--- config.mk ---
export PLATFORM = sky130hd
export DESIGN_NAME = led_pattern_gen
export DESIGN_NICKNAME = d
export VERILOG_FILES = /design/src/rtl/led_pkg.sv /design/src/rtl/led_tick_gen.sv /design/src/rtl/led_pattern_gen.sv
export SDC_FILE = /design/constraint.sdc
export NUM_CORES = 1
export LEC_CHECK = 0
export ABC_AREA = 0
export CAP_MARGIN = 40
export CORE_UTILIZATION = 35
export DETAILED_ROUTE_END_ITERATION = 7
export PLACE_DENSITY_LB_ADDON = 0.25
export SKIP_CTS_REPAIR_TIMING = 1
export SYNTH_ARGS = -nofsm -noshare
export SYNTH_HDL_FRONTEND = slang
export SYNTH_HIERARCHICAL = 1
export SYNTH_SLANG_ARGS = --single-unit
--- constraint.sdc ---
create_clock -name clk -period 5.3 [get_ports clk]
set_clock_uncertainty 0.15 [all_clocks]
set_input_delay 1.59 -clock clk [delete_from_list [all_inputs] [get_ports clk]]
set_output_delay 1.59 -clock clk [all_outputs]
set_load 0.05 [all_outputs]
--- src/rtl/led_pkg.sv ---
// Shared definitions for the LED pattern demos: mode codes, PWM period,
// bounce direction and the per-mode reset/reload pattern.
package led_pkg;

    localparam logic [1:0] MODE_BLINK  = 2'd0;
    localparam logic [1:0] MODE_RUN    = 2'd1;
    localparam logic [1:0] MODE_BOUNCE = 2'd2;
    localparam logic [1:0] MODE_COUNT  = 2'd3;

    localparam int PWM_PERIOD = 15;

    typedef enum logic {
        DIR_LEFT  = 1'b0,
        DIR_RIGHT = 1'b1
    } dir_e;

    // Starting pattern for a mode; callers keep the low n_led bits.
    function automatic logic [31:0] seed(input logic [1:0] mode, input int n_led);
        logic [31:0] ones;
        ones = (n_led >= 32) ? 32'hFFFF_FFFF : ((32'd1 << n_led) - 32'd1);
        case (mode)
            MODE_BLINK:            seed = ones;
            MODE_RUN, MODE_BOUNCE: seed = 32'd1;
            default:               seed = 32'd0;
        endcase
    endfunction

endpackage

--- src/rtl/led_tick_gen.sv ---
// Step prescaler: raises tick combinationally on the cycle a step is due, so
// the caller registers its pulse and advances its state on the same edge.
module led_tick_gen #(
    parameter int BASE_DIV = 25000000
) (
    input  logic       clk,
    input  logic       rst_n,
    input  logic       en,
    input  logic [1:0] speed,
    input  logic       clear,
    output logic       tick
);

    localparam int CNT_W = $clog2(BASE_DIV + 1);
    localparam logic [CNT_W-1:0] BASE = CNT_W'(BASE_DIV);

    if (BASE_DIV < 8) begin : g_bad_div
        $error("led_tick_gen: BASE_DIV must be at least 8");
    end

    logic [CNT_W-1:0] prescaler_q;
    logic [CNT_W-1:0] prescaler_d;
    logic [CNT_W-1:0] div_m1;

    // ">=" rather than "==" so a speed increase mid-count fires on the next edge.
    // NOTE: every signal written here gets a value before any branch, so no latch is inferred.
    always_comb begin
        div_m1      = (BASE >> speed) - CNT_W'(1);
        tick        = en && !clear && (prescaler_q >= div_m1);
        prescaler_d = prescaler_q;
        if (clear || tick) begin
            prescaler_d = '0;
        end else if (en) begin
            prescaler_d = prescaler_q + CNT_W'(1);
        end
    end

    // NOTE: state registers use non-blocking assignments so all flops update together.
    always_ff @(posedge clk) begin
        if (!rst_n) begin
            prescaler_q <= '0;
        end else begin
            prescaler_q <= prescaler_d;
        end
    end

endmodule

--- src/rtl/led_pattern_gen.sv ---
// Multi-mode LED driver: blink/run/bounce/count patterns stepped by a
// prescaler, gated by a 15-clock PWM and registered onto the pins.
module led_pattern_gen
    import led_pkg::*;
#(
    parameter int N_LED   = 8,
    parameter int CLK_HZ  = 50000000,
    parameter int STEP_HZ = 2
) (
    input  logic             clk,
    input  logic             rst_n,
    input  logic             en,
    input  logic [1:0]       mode,
    input  logic [1:0]       speed,
    input  logic [3:0]       bright,
    output logic [N_LED-1:0] led,
    output logic             step_tick
);

    localparam int BASE_DIV = CLK_HZ / STEP_HZ;

    if (N_LED < 2 || N_LED > 32) begin : g_bad_n_led
        $error("led_pattern_gen: N_LED must be in 2..32");
    end

    logic [1:0]       mode_q,      mode_d;
    logic [N_LED-1:0] pattern_q,   pattern_d;
    dir_e             dir_q,       dir_d;
    logic             step_tick_q, step_tick_d;
    logic [3:0]       pwm_cnt_q,   pwm_cnt_d;
    logic [N_LED-1:0] led_q;
    logic [N_LED-1:0] seed_new;
    logic             reload;
    logic             tick;
    logic             pwm_on;

    assign seed_new = N_LED'(seed(mode, N_LED));
    assign reload   = (mode != mode_q);

    led_tick_gen #(
        .BASE_DIV (BASE_DIV)
    ) u_tick (
        .clk   (clk),
        .rst_n (rst_n),
        .en    (en),
        .speed (speed),
        .clear (reload),
        .tick  (tick)
    );

    // A mode change reloads the seed and suppresses any step due on that edge.
    always_comb begin
        mode_d      = mode_q;
        pattern_d   = pattern_q;
        dir_d       = dir_q;
        step_tick_d = 1'b0;
        if (reload) begin
            mode_d    = mode;
            pattern_d = seed_new;
            dir_d     = DIR_LEFT;
        end else if (tick) begin
            step_tick_d = 1'b1;
            case (mode_q)
                MODE_BLINK: pattern_d = ~pattern_q;
                MODE_RUN:   pattern_d = {pattern_q[N_LED-2:0], pattern_q[N_LED-1]};
                MODE_BOUNCE: begin
                    // Turn around at either end without repeating the end position.
                    if (dir_q == DIR_LEFT) begin
                        if (pattern_q[N_LED-1]) begin
                            dir_d     = DIR_RIGHT;
                            pattern_d = pattern_q >> 1;
                        end else begin
                            pattern_d = pattern_q << 1;
                        end
                    end else begin
                        if (pattern_q[0]) begin
                            dir_d     = DIR_LEFT;
                            pattern_d = pattern_q << 1;
                        end else begin
                            pattern_d = pattern_q >> 1;
                        end
                    end
                end
                default:    pattern_d = pattern_q + N_LED'(1);
            endcase
        end
    end

    always_comb begin
        pwm_cnt_d = (pwm_cnt_q == 4'(PWM_PERIOD - 1)) ? 4'd0 : pwm_cnt_q + 4'd1;
        pwm_on    = (bright == 4'd15) || (pwm_cnt_q < bright);
    end

    always_ff @(posedge clk) begin
        if (!rst_n) begin
            mode_q      <= mode;
            pattern_q   <= seed_new;
            dir_q       <= DIR_LEFT;
            step_tick_q <= 1'b0;
            pwm_cnt_q   <= 4'd0;
            led_q       <= '0;
        end else begin
            mode_q      <= mode_d;
            pattern_q   <= pattern_d;
            dir_q       <= dir_d;
            step_tick_q <= step_tick_d;
            pwm_cnt_q   <= pwm_cnt_d;
            led_q       <= pattern_q & {N_LED{pwm_on}};
        end
    end

    assign led       = led_q;
    assign step_tick = step_tick_q;

endmodule

### Word-level counts from Yosys, hierarchy flattened

Index checks and enable logic that the tools add are counted.

| word-level totals | value |
|---|---|
| register bits | 49 |
| bits in latches | 0 |
| bits in writable memories | 0 |
| memory bits (read-only) | 0 |
| bits of input ports | 11 |
| word-level logic and storage cells | 52 |
| memories kept | 0 |

| cells by class | value |
|---|---|
| add/subtract/negate cells | 4 |
| multipliers | 0 |
| divide/modulo/power cells | 0 |
| $lt $le $gt $ge | 2 |
| equality and inequality tests | 9 |
| shift-type cells | 1 |
| muxes and demuxes | 14 |
| bitwise gates (word level) | 3 |
| reductions and logical operators | 12 |

Operators by type and width:

| cell | number |
|---|---|
| 8-bit 2-to-1 mux | 6 |
| 25-bit by 1-bit adder with 25-bit output (second input constant) | 1 |
| 25-bit greater-or-equal comparator | 1 |
| 25-bit by 2-bit right shift with 25-bit output (first input constant) | 1 |
| 25-bit by 1-bit subtractor with 25-bit output (second input constant) | 1 |
| 8-bit case mux with 3 select lines | 1 |
| 8-bit case mux with 2 select lines | 1 |
| 8-bit by 1-bit adder with 8-bit output (second input constant) | 1 |
| 8-bit AND | 1 |
| 4-bit == test (second input constant) | 2 |
| 8-bit NOT | 1 |
| 2-bit OR reduction | 4 |
| 4-bit by 1-bit adder with 4-bit output (second input constant) | 1 |
| 2-bit by 1-bit == test with 1-bit output (second input constant) | 2 |
| 2-bit == test (second input constant) | 2 |
| 2-bit logical NOT | 2 |
| 4-bit < comparator | 1 |
| 1-bit 2-to-1 mux | 4 |
| 2-bit 2-to-1 mux | 2 |
| 3-bit by 1-bit != test with 1-bit output (second input constant) | 1 |
| 1-bit logical AND | 2 |
| 1-bit logical OR | 2 |
| 2-bit by 1-bit != test with 1-bit output (second input constant) | 1 |
| 2-bit != test | 1 |
| 3 further kinds | 3 |

### Depth between registers and ports, before layout

| depth | value |
|---|---|
| word-level depth | 7 |
| gate-level depth with buffers | 14 |
| depth with buffers taken out | 13 |

### By module

The synthesis kept the hierarchy.

By module, submodules not included:

| module | instances | cells an instance | area each (µm²) | sequential area each (µm²) |
|---|---|---|---|---|
| led_tick_gen | 1 | 198 | 1,806.7 | 500.5 |
| led_pattern_gen | 1 | 185 | 1,600.3 | 580.6 |

### Least setup slack after synthesis

No wires, ideal clock.

| timing path | value |
|---|---|
| kind | input -> register |
| from | in speed[1] |
| to | reg pattern_q[0], enable pin |
| arrival time | 3.858 ns |
| required time | 4.879 ns |
| path slack | 1.022 ns |
| stages | 10 |
| path buffers | 1 |
| path through | inv_1 > nor2_1 > ha_1 > ha_1 > and3_1 > and3_1 > o41ai_2 > a31oi_4 > buf_6 > or2_2 |

| between the ends | value |
|---|---|
| longest elaborated chain between the ends | 5 |

Ends and longest elaborated chain:

| item | RTL line | RTL |
|---|---|---|
| from (decl) | led_pattern_gen.sv:14 | `input logic [1:0] speed,` |
| 25-bit by 2-bit right shift with 25-bit output | led_tick_gen.sv:28 | `div_m1 = (BASE >> speed) - CNT_W'(1);` |
| 25-bit by 1-bit subtractor with 25-bit output | led_tick_gen.sv:28 |  |
| 25-bit greater-or-equal comparator | led_tick_gen.sv:29 | `tick = en && !clear && (prescaler_q >= div_m1);` |
| 1-bit logical AND | led_tick_gen.sv:29 |  |
| via tick | led_pattern_gen.sv:34 | `logic tick;` |
| 3-bit by 1-bit != test with 1-bit output (no line) | -- |  |
| to (signal assigned) | led_pattern_gen.sv:97 | `pattern_q <= seed_new;` |
| to (signal assigned) | led_pattern_gen.sv:104 | `pattern_q <= pattern_d;` |
| to (decl) | led_pattern_gen.sv:27 | `logic [N_LED-1:0] pattern_q, pattern_d;` |

The timed path passes the listed nets, and every way through them passes these cells.
A chain may end at the register's enable or synchronous reset.

### Final worst setup path

| timing path | value |
|---|---|
| from | in speed[1] |
| to | reg pattern_q[5], enable pin |

The elaborated chain is that of the path after synthesis.

==> results.yml <==
job:
  maxCapViolCount: 0
floorplan:
  die_y_um: 101
  start_util_pct: 36.5
  io_pins: 20
  die_w_um: 101
  coreArea_sq_um: 9330
  die_area_sq_um: 10100
  num_rows: 35
critical_path:
  cp_max_fo: 8
  r2r_end: "dir_q"
  r2r_slack_ns: 2.52
  reg2reg_depth: 9
  timing.rr.start: "mode_q[0]"
  worstPathRequired_ns: 5.19
  crit_start: "speed[1]"
  crit_type: "in -> reg"
  cp-end-kind: "flop"
  worst_ep_arrival_time_ns: 4.36
  cp-start-kind: "primary input"
sta:
  fin_crit_sh_pct: 84.3
  timing.fmax_ghz: 0.224
  setup_violations: 0
  finalHoldViolCount: 0
  drv_slew: 0
  layout_min_cycle_time_ns: 4.47
  rsz0062_at_grt: "no"
  slew_headroom_pct: 51.6
  finalWorstSetupSlack_ns: 0.834
  setup-tns-final_ns: 0
  tightest_slew_ns: 0.727
synthesis:
  netlist.top_cell.by_area: "dfxtp_1"
  syn_inst: 383
  avgSynthCellArea_sq_um: 8.90
  yosys_warnings: 6
  synth_area_sq_um: 3410
  ys_ff_latch: 49
  synth.area.top_cells: "dfxtp_1, ha_1, edfxtp_1, nor3_2, xor2_1"
  seq_area_frac_synth_pct: 31.7
  synth-edff-count: 10
  post_synth_num_cell_types: 57
  async_flop_share_pct: 0
  synth_top_area_share_pct: 22.9
  ys.flop_type: "dfxtp_1"
grt:
  grt_pass1_wl_um: 12600
  grt_usage_pct: 15.7
  grt_overflow: 0
  antenna_found_initial: 0
  grt_pass1_vias: 2551
  grt_max_degree: 29
cells_and_area:
  layout_commonest_cell: "dfxtp_1"
  drive_gt1_share_pct: 11.5
  nFillCells: 940
  num_antenna_cells: 0
  nets: 433
  multiInputGateArea_sq_um: 2130
  final_cell_mix: "dfxtp_1, nand2_1, ha_1"
  utilization_pct: 40.3
  syn_to_final_growth_pct: 10.5
  seqCellArea_sq_um: 1080
clock_tree:
  clock_path_buffers: 2
  cts.clk_slew.worst_paths_ns: 0.09
  clockRootBuffer: "clkbuf_8"
  cts_tree: "built"
  cts_sinks: 49
  insertion_delay_ns: 0.30
  numCtsBuffers: 5
  h-tree-depth: 2
power_and_ir_drop:
  max-vdd-ir-drop_v: 0.000124
  power_mw: 0.887
  powerDensity_nw_per_um2: 236
  power.leakage_nw: 1.44
drt:
  ant_nets: 0
  routedWlPerCell_um: 13.7
  viasPerCell: 5.14
  vias: 2681
  drc: 0
  drt_iter0_drc: 90
  finalWirelength_um: 7170
  firstDrtPassIters: 4
min_path:
  holdPathStages: 1
  min_from: "pwm_cnt_q[0]"
  min_to: "pwm_cnt_q[0]"
  worstHoldPathType: "reg -> reg"
placement:
  place_ws_ns: 0.508
  io_buffers: 19
  place.gp.congestion: 0.850
  dp.final_hpwl_um: 5350
status:
  status: "finished, final reports clean"
## critical path, cell delays in order
cell and delay, ns:
clkdlybuf4s50_1 0.51, inv_1 0.09, nor2_1 0.25, inv_1 0.11, ha_1 0.20, nand2_1 0.08
ha_1 0.24, nand4_1 0.11, nor3_1 0.06, and3_1 0.20, o41ai_2 0.38, a31oi_4 0.13
or2_2 0.41
## flip-flops by register name (all words and copies together), names as in the netlist
name and count:
step_tick 1, pattern_q 8, mode_q 2, dir_q 1
pwm_cnt_q 4, led 8, u_tick/prescaler_q 25
## stage by stage
stage / instances / instance area (sq um) / hold WS (ns)
after global routing: 522 / 3760 / 0.373
after global placement: 514 / 3660 / 0.317
after CTS: 522 / 3760 / 0.341
after detailed placement: 514 / 3660 / 0.319
final: 522 / 3760 / 0.337
after floorplan: 384 / 3410 / 0.291
## final cells by class
class,count,share of cell area [%]
Sequential cell,49,28.7
Inverter,16,1.60
Clock inverter,2,0.898
Multi-Input combinational cell,297,56.7
Timing Repair Buffer,23,5.85
Tap cell,129,4.29
Clock buffer,6,1.93
## cell families after synthesis
family                     count (synthesis)  share of synthesized area (%)
muxes                                      7                           2.39
xor gates and xnor gates                  30                           7.71
DFF                                       49                           31.7
adders and majority gates                 30                           11.0
AOI/OAI and AO/OA                         75                           14.8
and+or+nand+nor                          152                           26.4
other                                      2                          0.220
buffers and inverters                     38                           5.73
## worst max path at each step
| stage | end | slack (ns) | cells past startpoint |
|---|---|---|---|
| 2_1_floorplan | pattern_q[0] | 1.02 | 10 |
| 5_1_grt | dir_q | 0.52 | 15 |
| 6_report | pattern_q[5] | 0.83 | 13 |
| 3_3_place_gp | pattern_q[4] | 0.59 | 13 |
| 3_5_place_dp | pattern_q[4] | 0.51 | 13 |
| 4_1_cts | pattern_q[4] | 0.84 | 13 |
## cell usage after synthesis, drive strengths merged (3+ instances only)
| library cell | instances |
|---|---|
| ha | 30 |
| nor3 | 30 |
| and2b | 3 |
| and2 | 3 |
| edfxtp | 10 |
| nand2b | 4 |
| mux2i | 4 |
| a311oi | 3 |
| buf | 16 |
| a31oi | 10 |
| nand3 | 23 |
| a21oi | 16 |
| nand4 | 11 |
| inv | 16 |
| xnor2 | 10 |
| dfxtp | 39 |
| xor2 | 20 |
| nand2 | 33 |
| clkbuf | 6 |
| nor2b | 6 |
| o21ai | 25 |
| a211oi | 3 |
| a21boi | 3 |
| nor2 | 23 |
| and3 | 11 |
| mux2 | 3 |
## routing by layer
metal / track usage [%] / part of all wire [%] / up-vias
li1: - / - / 1379
met1: 21.5 / 49 / 1240
met2: 25.3 / 46 / 55
met3: 2.57 / 4.1 / 7
met4: 4.46 / 1.1 / 0
met5: 0 / 0 / -
## power breakdown
group          internal (mW)  total (mW)  switching [mW]
sequential             0.404       0.445          0.0418
combinational         0.0752       0.173          0.0982
clock                  0.140       0.268           0.128
total                  0.618       0.887           0.268
Note: power is estimated with default switching activity, not from simulation.
